$ cat config.mk
export PLATFORM = sky130hd
export DESIGN_NAME = pipe_stage_chain_flat
export DESIGN_NICKNAME = d
export VERILOG_FILES = /design/src/rtl/pipe_stage_chain_if.sv /design/src/rtl/pipe_stage_chain.sv /design/src/flat_wrapper.sv
export SDC_FILE = /design/constraint.sdc
export NUM_CORES = 1
export LEC_CHECK = 0
export CAP_MARGIN = 20
export CORE_MARGIN = 3
export CORE_UTILIZATION = 52
export DETAILED_ROUTE_END_ITERATION = 16
export PLACE_DENSITY = 0.95
export SYNTH_ARGS = -nofsm -noshare
export SYNTH_HDL_FRONTEND = slang
export SYNTH_SLANG_ARGS = --single-unit
$ cat constraint.sdc
create_clock -name clk -period 2.05 [get_ports clk]
set_clock_uncertainty 0.05 [all_clocks]
set_input_delay 0.3075 -clock clk [delete_from_list [all_inputs] [get_ports clk]]
set_output_delay 0.3075 -clock clk [all_outputs]
set_load 0.01 [all_outputs]
$ cat src/rtl/pipe_stage_chain_if.sv
// Bundle of payload, stall/flush controls, forwarding query and status signals
// between the decode/writeback logic and pipe_stage_chain.
interface pipe_stage_chain_if #(
    parameter int WIDTH = 64,
    parameter int DEPTH = 3,
    parameter int REGW  = 5
);
    logic [WIDTH-1:0] in_data;
    logic             in_valid;
    logic [REGW-1:0]  in_rd;
    logic             in_regwrite;
    logic [DEPTH-1:0] stall_at;
    logic [DEPTH-1:0] flush;
    logic [WIDTH-1:0] out_data;
    logic             out_valid;
    logic [REGW-1:0]  out_rd;
    logic             out_regwrite;
    logic [REGW-1:0]  q_rs_a;
    logic [REGW-1:0]  q_rs_b;
    logic             fwd_hit_a;
    logic             fwd_hit_b;
    logic [WIDTH-1:0] fwd_data_a;
    logic [WIDTH-1:0] fwd_data_b;
    logic             busy;

    modport master (
        output in_data, in_valid, in_rd, in_regwrite, stall_at, flush, q_rs_a, q_rs_b,
        input  out_data, out_valid, out_rd, out_regwrite,
        input  fwd_hit_a, fwd_hit_b, fwd_data_a, fwd_data_b, busy
    );

    modport slave (
        input  in_data, in_valid, in_rd, in_regwrite, stall_at, flush, q_rs_a, q_rs_b,
        output out_data, out_valid, out_rd, out_regwrite,
        output fwd_hit_a, fwd_hit_b, fwd_data_a, fwd_data_b, busy
    );
endinterface

$ cat src/rtl/pipe_stage_chain.sv
// DEPTH-stage payload/valid/rd/RegWrite pipeline with stall, bubble insertion and flush.
// Define PIPE_STAGE_FWD_EN to build the two-port forwarding query; otherwise fwd_* are 0.
module pipe_stage_chain #(
    parameter int WIDTH    = 64,
    parameter int DEPTH    = 3,
    parameter int REGW     = 5,
    parameter int ZERO_REG = 31
) (
    input  logic              clk,
    input  logic              reset,
    pipe_stage_chain_if.slave bus
);

    typedef struct packed {
        logic             valid;
        logic             regwrite;
        logic [REGW-1:0]  rd;
        logic [WIDTH-1:0] data;
    } stage_t;

    stage_t           stage_q [DEPTH];
    logic [DEPTH-1:0] hold;

    // A stall anywhere downstream freezes every younger stage.
    always_comb begin
        logic acc;
        acc  = 1'b0;
        hold = '0;
        for (int k = DEPTH - 1; k >= 0; k--) begin
            acc     = acc | bus.stall_at[k];
            hold[k] = acc;
        end
    end

    genvar gi;
    generate
        for (gi = 0; gi < DEPTH; gi++) begin : g_stage
            stage_t stage_d;

            if (gi == 0) begin : g_head
                always_comb begin
                    stage_d = stage_q[0];
                    if (bus.flush[0]) begin
                        stage_d.valid    = 1'b0;
                        stage_d.regwrite = 1'b0;
                    end else if (!hold[0]) begin
                        stage_d.valid    = bus.in_valid;
                        stage_d.regwrite = bus.in_regwrite & bus.in_valid;
                        stage_d.rd       = bus.in_rd;
                        stage_d.data     = bus.in_data;
                    end
                end
            end else begin : g_body
                always_comb begin
                    stage_d = stage_q[gi];
                    if (bus.flush[gi]) begin
                        stage_d.valid    = 1'b0;
                        stage_d.regwrite = 1'b0;
                    end else if (!hold[gi]) begin
                        if (hold[gi-1]) begin
                            // Upstream is frozen: pass a bubble instead of duplicating it.
                            stage_d.valid    = 1'b0;
                            stage_d.regwrite = 1'b0;
                        end else begin
                            stage_d = stage_q[gi-1];
                        end
                    end
                end
            end

            always_ff @(posedge clk) begin
                if (reset) begin
                    stage_q[gi] <= '0;
                end else begin
                    stage_q[gi] <= stage_d;
                end
            end
        end
    endgenerate

    assign bus.out_data     = stage_q[DEPTH-1].data;
    assign bus.out_valid    = stage_q[DEPTH-1].valid;
    assign bus.out_rd       = stage_q[DEPTH-1].rd;
    assign bus.out_regwrite = stage_q[DEPTH-1].regwrite & stage_q[DEPTH-1].valid;

    always_comb begin
        bus.busy = 1'b0;
        for (int k = 0; k < DEPTH; k++) begin
            bus.busy = bus.busy | stage_q[k].valid;
        end
    end

`ifdef PIPE_STAGE_FWD_EN
    localparam logic [REGW-1:0] ZERO_TAG = REGW'(ZERO_REG);

    // Scan oldest to youngest so the youngest matching stage overwrites older hits.
    always_comb begin
        bus.fwd_hit_a  = 1'b0;
        bus.fwd_data_a = '0;
        bus.fwd_hit_b  = 1'b0;
        bus.fwd_data_b = '0;
        for (int k = DEPTH - 1; k >= 0; k--) begin
            if (stage_q[k].valid && stage_q[k].regwrite && (stage_q[k].rd != ZERO_TAG)) begin
                if (stage_q[k].rd == bus.q_rs_a) begin
                    bus.fwd_hit_a  = 1'b1;
                    bus.fwd_data_a = stage_q[k].data;
                end
                if (stage_q[k].rd == bus.q_rs_b) begin
                    bus.fwd_hit_b  = 1'b1;
                    bus.fwd_data_b = stage_q[k].data;
                end
            end
        end
    end
`else
    logic unused_fwd_inputs;
    assign unused_fwd_inputs = ^{bus.q_rs_a, bus.q_rs_b, ZERO_REG[0]};

    assign bus.fwd_hit_a  = 1'b0;
    assign bus.fwd_hit_b  = 1'b0;
    assign bus.fwd_data_a = '0;
    assign bus.fwd_data_b = '0;
`endif

endmodule

$ cat src/flat_wrapper.sv
// flat-port wrapper written by rule: the top's interface ports become plain ports
module pipe_stage_chain_flat 
#(
    parameter int WIDTH    = 64,
    parameter int DEPTH    = 3,
    parameter int REGW     = 5,
    parameter int ZERO_REG = 31
)
  (clk, reset, bus_in_data, bus_in_valid, bus_in_rd, bus_in_regwrite, bus_stall_at, bus_flush, bus_q_rs_a, bus_q_rs_b, bus_out_data, bus_out_valid, bus_out_rd, bus_out_regwrite, bus_fwd_hit_a, bus_fwd_hit_b, bus_fwd_data_a, bus_fwd_data_b, bus_busy);
  pipe_stage_chain_if #(.WIDTH(WIDTH), .DEPTH(DEPTH), .REGW(REGW)) bus_i ();
  input  logic clk;
  input  logic reset;
  input wire logic [$bits(bus_i.in_data)-1:0] bus_in_data;
  input wire logic [$bits(bus_i.in_valid)-1:0] bus_in_valid;
  input wire logic [$bits(bus_i.in_rd)-1:0] bus_in_rd;
  input wire logic [$bits(bus_i.in_regwrite)-1:0] bus_in_regwrite;
  input wire logic [$bits(bus_i.stall_at)-1:0] bus_stall_at;
  input wire logic [$bits(bus_i.flush)-1:0] bus_flush;
  input wire logic [$bits(bus_i.q_rs_a)-1:0] bus_q_rs_a;
  input wire logic [$bits(bus_i.q_rs_b)-1:0] bus_q_rs_b;
  output wire logic [$bits(bus_i.out_data)-1:0] bus_out_data;
  output wire logic [$bits(bus_i.out_valid)-1:0] bus_out_valid;
  output wire logic [$bits(bus_i.out_rd)-1:0] bus_out_rd;
  output wire logic [$bits(bus_i.out_regwrite)-1:0] bus_out_regwrite;
  output wire logic [$bits(bus_i.fwd_hit_a)-1:0] bus_fwd_hit_a;
  output wire logic [$bits(bus_i.fwd_hit_b)-1:0] bus_fwd_hit_b;
  output wire logic [$bits(bus_i.fwd_data_a)-1:0] bus_fwd_data_a;
  output wire logic [$bits(bus_i.fwd_data_b)-1:0] bus_fwd_data_b;
  output wire logic [$bits(bus_i.busy)-1:0] bus_busy;
  assign bus_i.in_data = bus_in_data;
  assign bus_i.in_valid = bus_in_valid;
  assign bus_i.in_rd = bus_in_rd;
  assign bus_i.in_regwrite = bus_in_regwrite;
  assign bus_i.stall_at = bus_stall_at;
  assign bus_i.flush = bus_flush;
  assign bus_i.q_rs_a = bus_q_rs_a;
  assign bus_i.q_rs_b = bus_q_rs_b;
  assign bus_out_data = bus_i.out_data;
  assign bus_out_valid = bus_i.out_valid;
  assign bus_out_rd = bus_i.out_rd;
  assign bus_out_regwrite = bus_i.out_regwrite;
  assign bus_fwd_hit_a = bus_i.fwd_hit_a;
  assign bus_fwd_hit_b = bus_i.fwd_hit_b;
  assign bus_fwd_data_a = bus_i.fwd_data_a;
  assign bus_fwd_data_b = bus_i.fwd_data_b;
  assign bus_busy = bus_i.busy;
  pipe_stage_chain #(.WIDTH(WIDTH), .DEPTH(DEPTH), .REGW(REGW), .ZERO_REG(ZERO_REG)) u_core (.clk(clk), .reset(reset), .bus(bus_i));
endmodule
Word level (Yosys, flattened, before mapping)
Memories as Yosys holds them, arrays and structs flattened.
Index checks and enable logic that the tools add are counted.
{ "op_classes": {"addsub": 0, "n_mul": 0, "n_div": 0, "order_cmp": 0, "eq_ne": 0, "n_shift": 0, "n_mux": 19, "bitwise_logic": 9, "n_reduce_logical": 0} }
{ "op_table": {"columns": ["operator", "n"], "rows": [
  ["2-to-1 mux 71 bit", 6],
  ["2-to-1 mux 69 bit", 5],
  ["2-to-1 mux 2 bit", 5],
  ["OR 1 bit", 7],
  ["2-to-1 mux 1 bit", 3],
  ["AND 1 bit", 2]
]} }
{ "totals": {"regBits": 0, "latchBits": 0, "ramBits": 213, "romBits": 0, "input_bits": 89, "output_inout_bits": 202, "wordCells": 29, "memories": 1} }
{ "mem_list": {"columns": ["name", "depth", "word_bits", "read_ports", "rd_clocked_by_memory_dff", "wr", "line", "text"], "rows": [
  ["u_core.stage_q", 3, 71, 3, 0, 3, "pipe_stage_chain.sv:21", "stage_t stage_q [DEPTH];"]
]} }

Longest topological paths before layout
{ "depth": {"word_depth": 6, "ltp_mapped": 6, "ltp_nobuf": 2} }

Least setup slack after synthesis
Ideal clock, no wire load.
{ "synth_path": {"path_kind": "input-to-reg", "start": "input bus_stall_at[0]", "end": "memory u_core.stage_q[1][48] (netlist bit)", "setup_time_ps": 119, "arrival_time_ps": 1330, "required_ps": 1881, "path_slack_ps": 551, "stages": 5, "path_buffers": 3, "path_cell_list": "buf_2 -> or4_4 -> buf_6 -> buf_8 -> mux2i_1"} }
{ "synth_lines": {"columns": ["element", "line", "text"], "rows": [
  ["start: declaration", "flat_wrapper.sv:17", "input wire logic [$bits(bus_i.stall_at)-1:0] bus_stall_at;"],
  ["end: declaration", "pipe_stage_chain.sv:21", null]
]} }

==> results by group <==
Clock tree
  • CTS resizes: 1
  • Cts hold-fix bufs: 0
  • Max Root-Sink Buffers: 3
  • Num CTS Buffers: 23
  • CTS tree: built
  • Worst-Skew Late Latency: 480 ps
  • Clock sink count: 213
  • H-tree lvl count: 1
  • Root buffer cell: clkbuf_16
  • Postcts setup bufs: 0
  • Clk slew on worst S/H paths: around 60 ps

Detailed routing
  • Vias: 6,006
  • Total routed wirelength: 18.4 mm
  • First DRT Iteration DRCs: around 260
  • Vias per cell: 4.54
  • Drc violations: 0
  • Drt wl/cell: 13.9 µm
  • Detail Route Antenna Nets: 0
  • First-pass DRT Iterations: 4

STA
  • Final worst setup slack: between 100 and 150 ps
  • Min Tclk post-route: about 1900 ps
  • Unrepaired setup endpoints after global routing: no
  • Final period util: between 90% and 100%
  • Maximum clock rate: 516 MHz
  • # setup viols final: 0
  • Final Hold Violating Endpoints: 0
  • Max Slew Vio Count: 0
  • Setup total negative slack: 0 ps

Final layout
  • Area grow syn2layout: 16.1%
  • Biggest register: u_core.stage_q
  • Biggest regs: u_core.stage_q: 213 flops
  • ANT cells: 0
  • Max reg flops: 213
  • Final non-filler cell total: 1,322
  • Share of layout cells above drive strength 1: 6.12%
  • Multi-input logic area: 4510 µm²
  • Fillcell total: 1,508
  • Final net count: 1,139
  • Storage element area: 4260 µm²

Power and ir drop
  • Power density over the cells: around 750 nW/µm²
  • Peak VDD IR: 0.599 mV
  • Net Sw Frac: 21.5%
  • Internal: around 6.9 mW
  • NetSw: 1.89 mW
  • Design Power: 8.79 mW
  • Register share of total power: 47.6%
  • Clock power share: 45.0%
  • Combinational power share: 7.4%
  • Static Leak: 4.49 nW

Die
  • Starting Density: 53.3%
  • Num rows: 50
  • Chip width: around 150 µm
  • Die area: 21,100 µm²
  • Core area: 18,900 µm²
  • Ports: 291
  • Die H: 145 µm

Synth
  • Avg Inst Size Synth: 10.3 µm²
  • Netlist cell types: 26
  • Post-Synth XOR/XNOR Area: 0%
  • Yosys warning count: 0
  • Mapped Area: slightly above 10,000 µm²
  • Post-synthesis mux area share: 20.7%
  • Synth Area in Adders: 0%
  • Compound-Gate Fraction of Synth Area: 0.547%
  • Cells after synthesis: slightly below 1,000
  • Simple-gate area share of the yosys netlist: 18.5%
  • FF+latch count, synth: 213
  • Main combinational cell family by area after synthesis: multiplexers
  • Seq/Total Area, Yosys: 42.3%

Critical path
  • Setup CP Type: flop to output pin
  • Largest delay contributor family on the critical path: simple AND/OR/NAND/NOR gates
  • Max stage delay cell, worst path: or3_1
  • Worst Path Required: between 1500 and 2000 ps
  • Worst Path Max Fanout: 4
  • Worst path max stage delay: 440 ps
  • Buf/Inv on CP: 1
  • Critical Path Sink Type: output pin
  • Startpoint types: flop
  • Worst-path cell chain: or3_1, dlygate4sd2_1
  • Critical path data arrival time: 1580 ps

Placed design
  • Placed cell count: 1,285
  • DP HPWL: around 13 mm
  • Buffers on Ports: 150
  • Pre-CTS setup slack: -31.1 ps
  • RD Place Congestion: about 0.74

Global routing
  • Overflow after GRT: 0
  • Initial antenna violation count: 1
  • Vias in the first global route: 5,871
  • First-pass GRT wire length: 29.3 mm
  • Largest net degree at the start of global routing: 80
  • Total GRT Usage: 16.3%

Hold path
  • Worst Hold Class: input pin to flop

Job
  • Max-cap violations: 0

Outcome
  • Status: completed
-- layout make-up --
type	instances	share of cell area (%)
Timing Repair Buffer	173	15.9
Sequential cell	213	36.5
Tap cell	260	2.78
Clock buffer	33	5.76
Multi-Input combinational cell	639	38.6
Clock inverter	4	0.460
-- path summary, 6_finish.rpt --
kind	startpoint	end	slack, ps	depth (start not counted)
min	reset	u_core.stage_q[1][70]$_SDFFE_PP0N_	180	2
max	u_core.stage_q[2][70]$_SDFFE_PP0N_	bus_busy	110	2
max reg2reg	u_core.stage_q[0][70]$_SDFFE_PP0N_	u_core.stage_q[1][70]$_SDFFE_PP0N_	770	2
min reg2reg	u_core.stage_q[2][33]$_SDFFE_PP0P_	u_core.stage_q[2][33]$_SDFFE_PP0P_	420	2
-- power groups by stage --
stage               clock, mW  combinational (mW)  sequential [mW]
global route             4.21               0.704             4.18
detailed placement          0               0.649             4.27
finish                   3.96               0.654             4.18
global placement            0               0.643             4.27
CTS                      4.06               0.652             4.18
floorplan                   0               0.590             4.27
-- synthesized netlist by cell type --
library cell	number	area (µm²)
a211oi_1	5	37.5
and2_1	1	6.26
buf_2	15	75.1
buf_4	205	1540
buf_6	3	33.8
buf_8	2	30.0
clkbuf_1	33	124
conb_1	1	3.75
dfxtp_1	213	4260
mux2_2	1	11.3
mux2i_1	207	2070
nand2_1	2	7.51
nand2b_1	276	1730
nor3_1	1	5.00
nor3_2	1	10.0
nor3b_1	1	7.51
nor4_1	1	6.26
nor4_2	1	12.5
nor4bb_1	1	10.0
o21ai_0	2	10.0
o31ai_1	1	7.51
or3_1	2	12.5
or3b_2	2	17.5
or4_4	1	11.3
or4b_1	2	20.0
or4b_2	1	10.0
-- metrics by stage --
step	hold slack, ps	cell area (µm²)	utilization, %
2_1_floorplan	330	10600	-
3_3_place_gp	407	11000	58.0
3_5_place_dp	413	11000	58.0
4_1_cts	175	11700	61.9
5_1_grt	219	11700	61.9
6_report	184	11700	61.9
-- routing by layer --
metal / global-route usage [%] / up-vias / wire, µm
li1: - / 2997 / -
met1: 20.6 / 2776 / 7990
met2: 27.8 / 198 / 8670
met3: 5.25 / 33 / 1420
met4: 3.09 / 2 / 335
met5: 0 / - / 20
-- logic make-up (layout without fill, tap and decap cells) --
family,after synthesis,in the layout
compound gates,8,8
flops,213,213
other cells,1,130
simple gates,293,293
mux,208,208
buf+inv,258,210
-- cells in the final DEF, fill, tap and decap left out, drive strengths merged --
master,netlist,final
nor3b,1,1
nand2b,276,276
dfxtp,213,213
bufinv,0,1
nor4bb,1,1
clkbuf,33,33
a211oi,5,5
or4b,3,3
and2,1,1
nand2,2,2
buf,225,24
o21ai,2,2
clkinvlp,0,1
o31ai,1,1
or4,1,1
dlygate4sd2,0,1
inv,0,1
mux2i,207,207
nor4,2,2
or3,2,2
clkdlybuf4s50,0,148
mux2,1,1
clkinv,0,1
or3b,2,2
nor3,2,2
conb,1,130
Note: power is estimated with default switching activity, not from simulation.
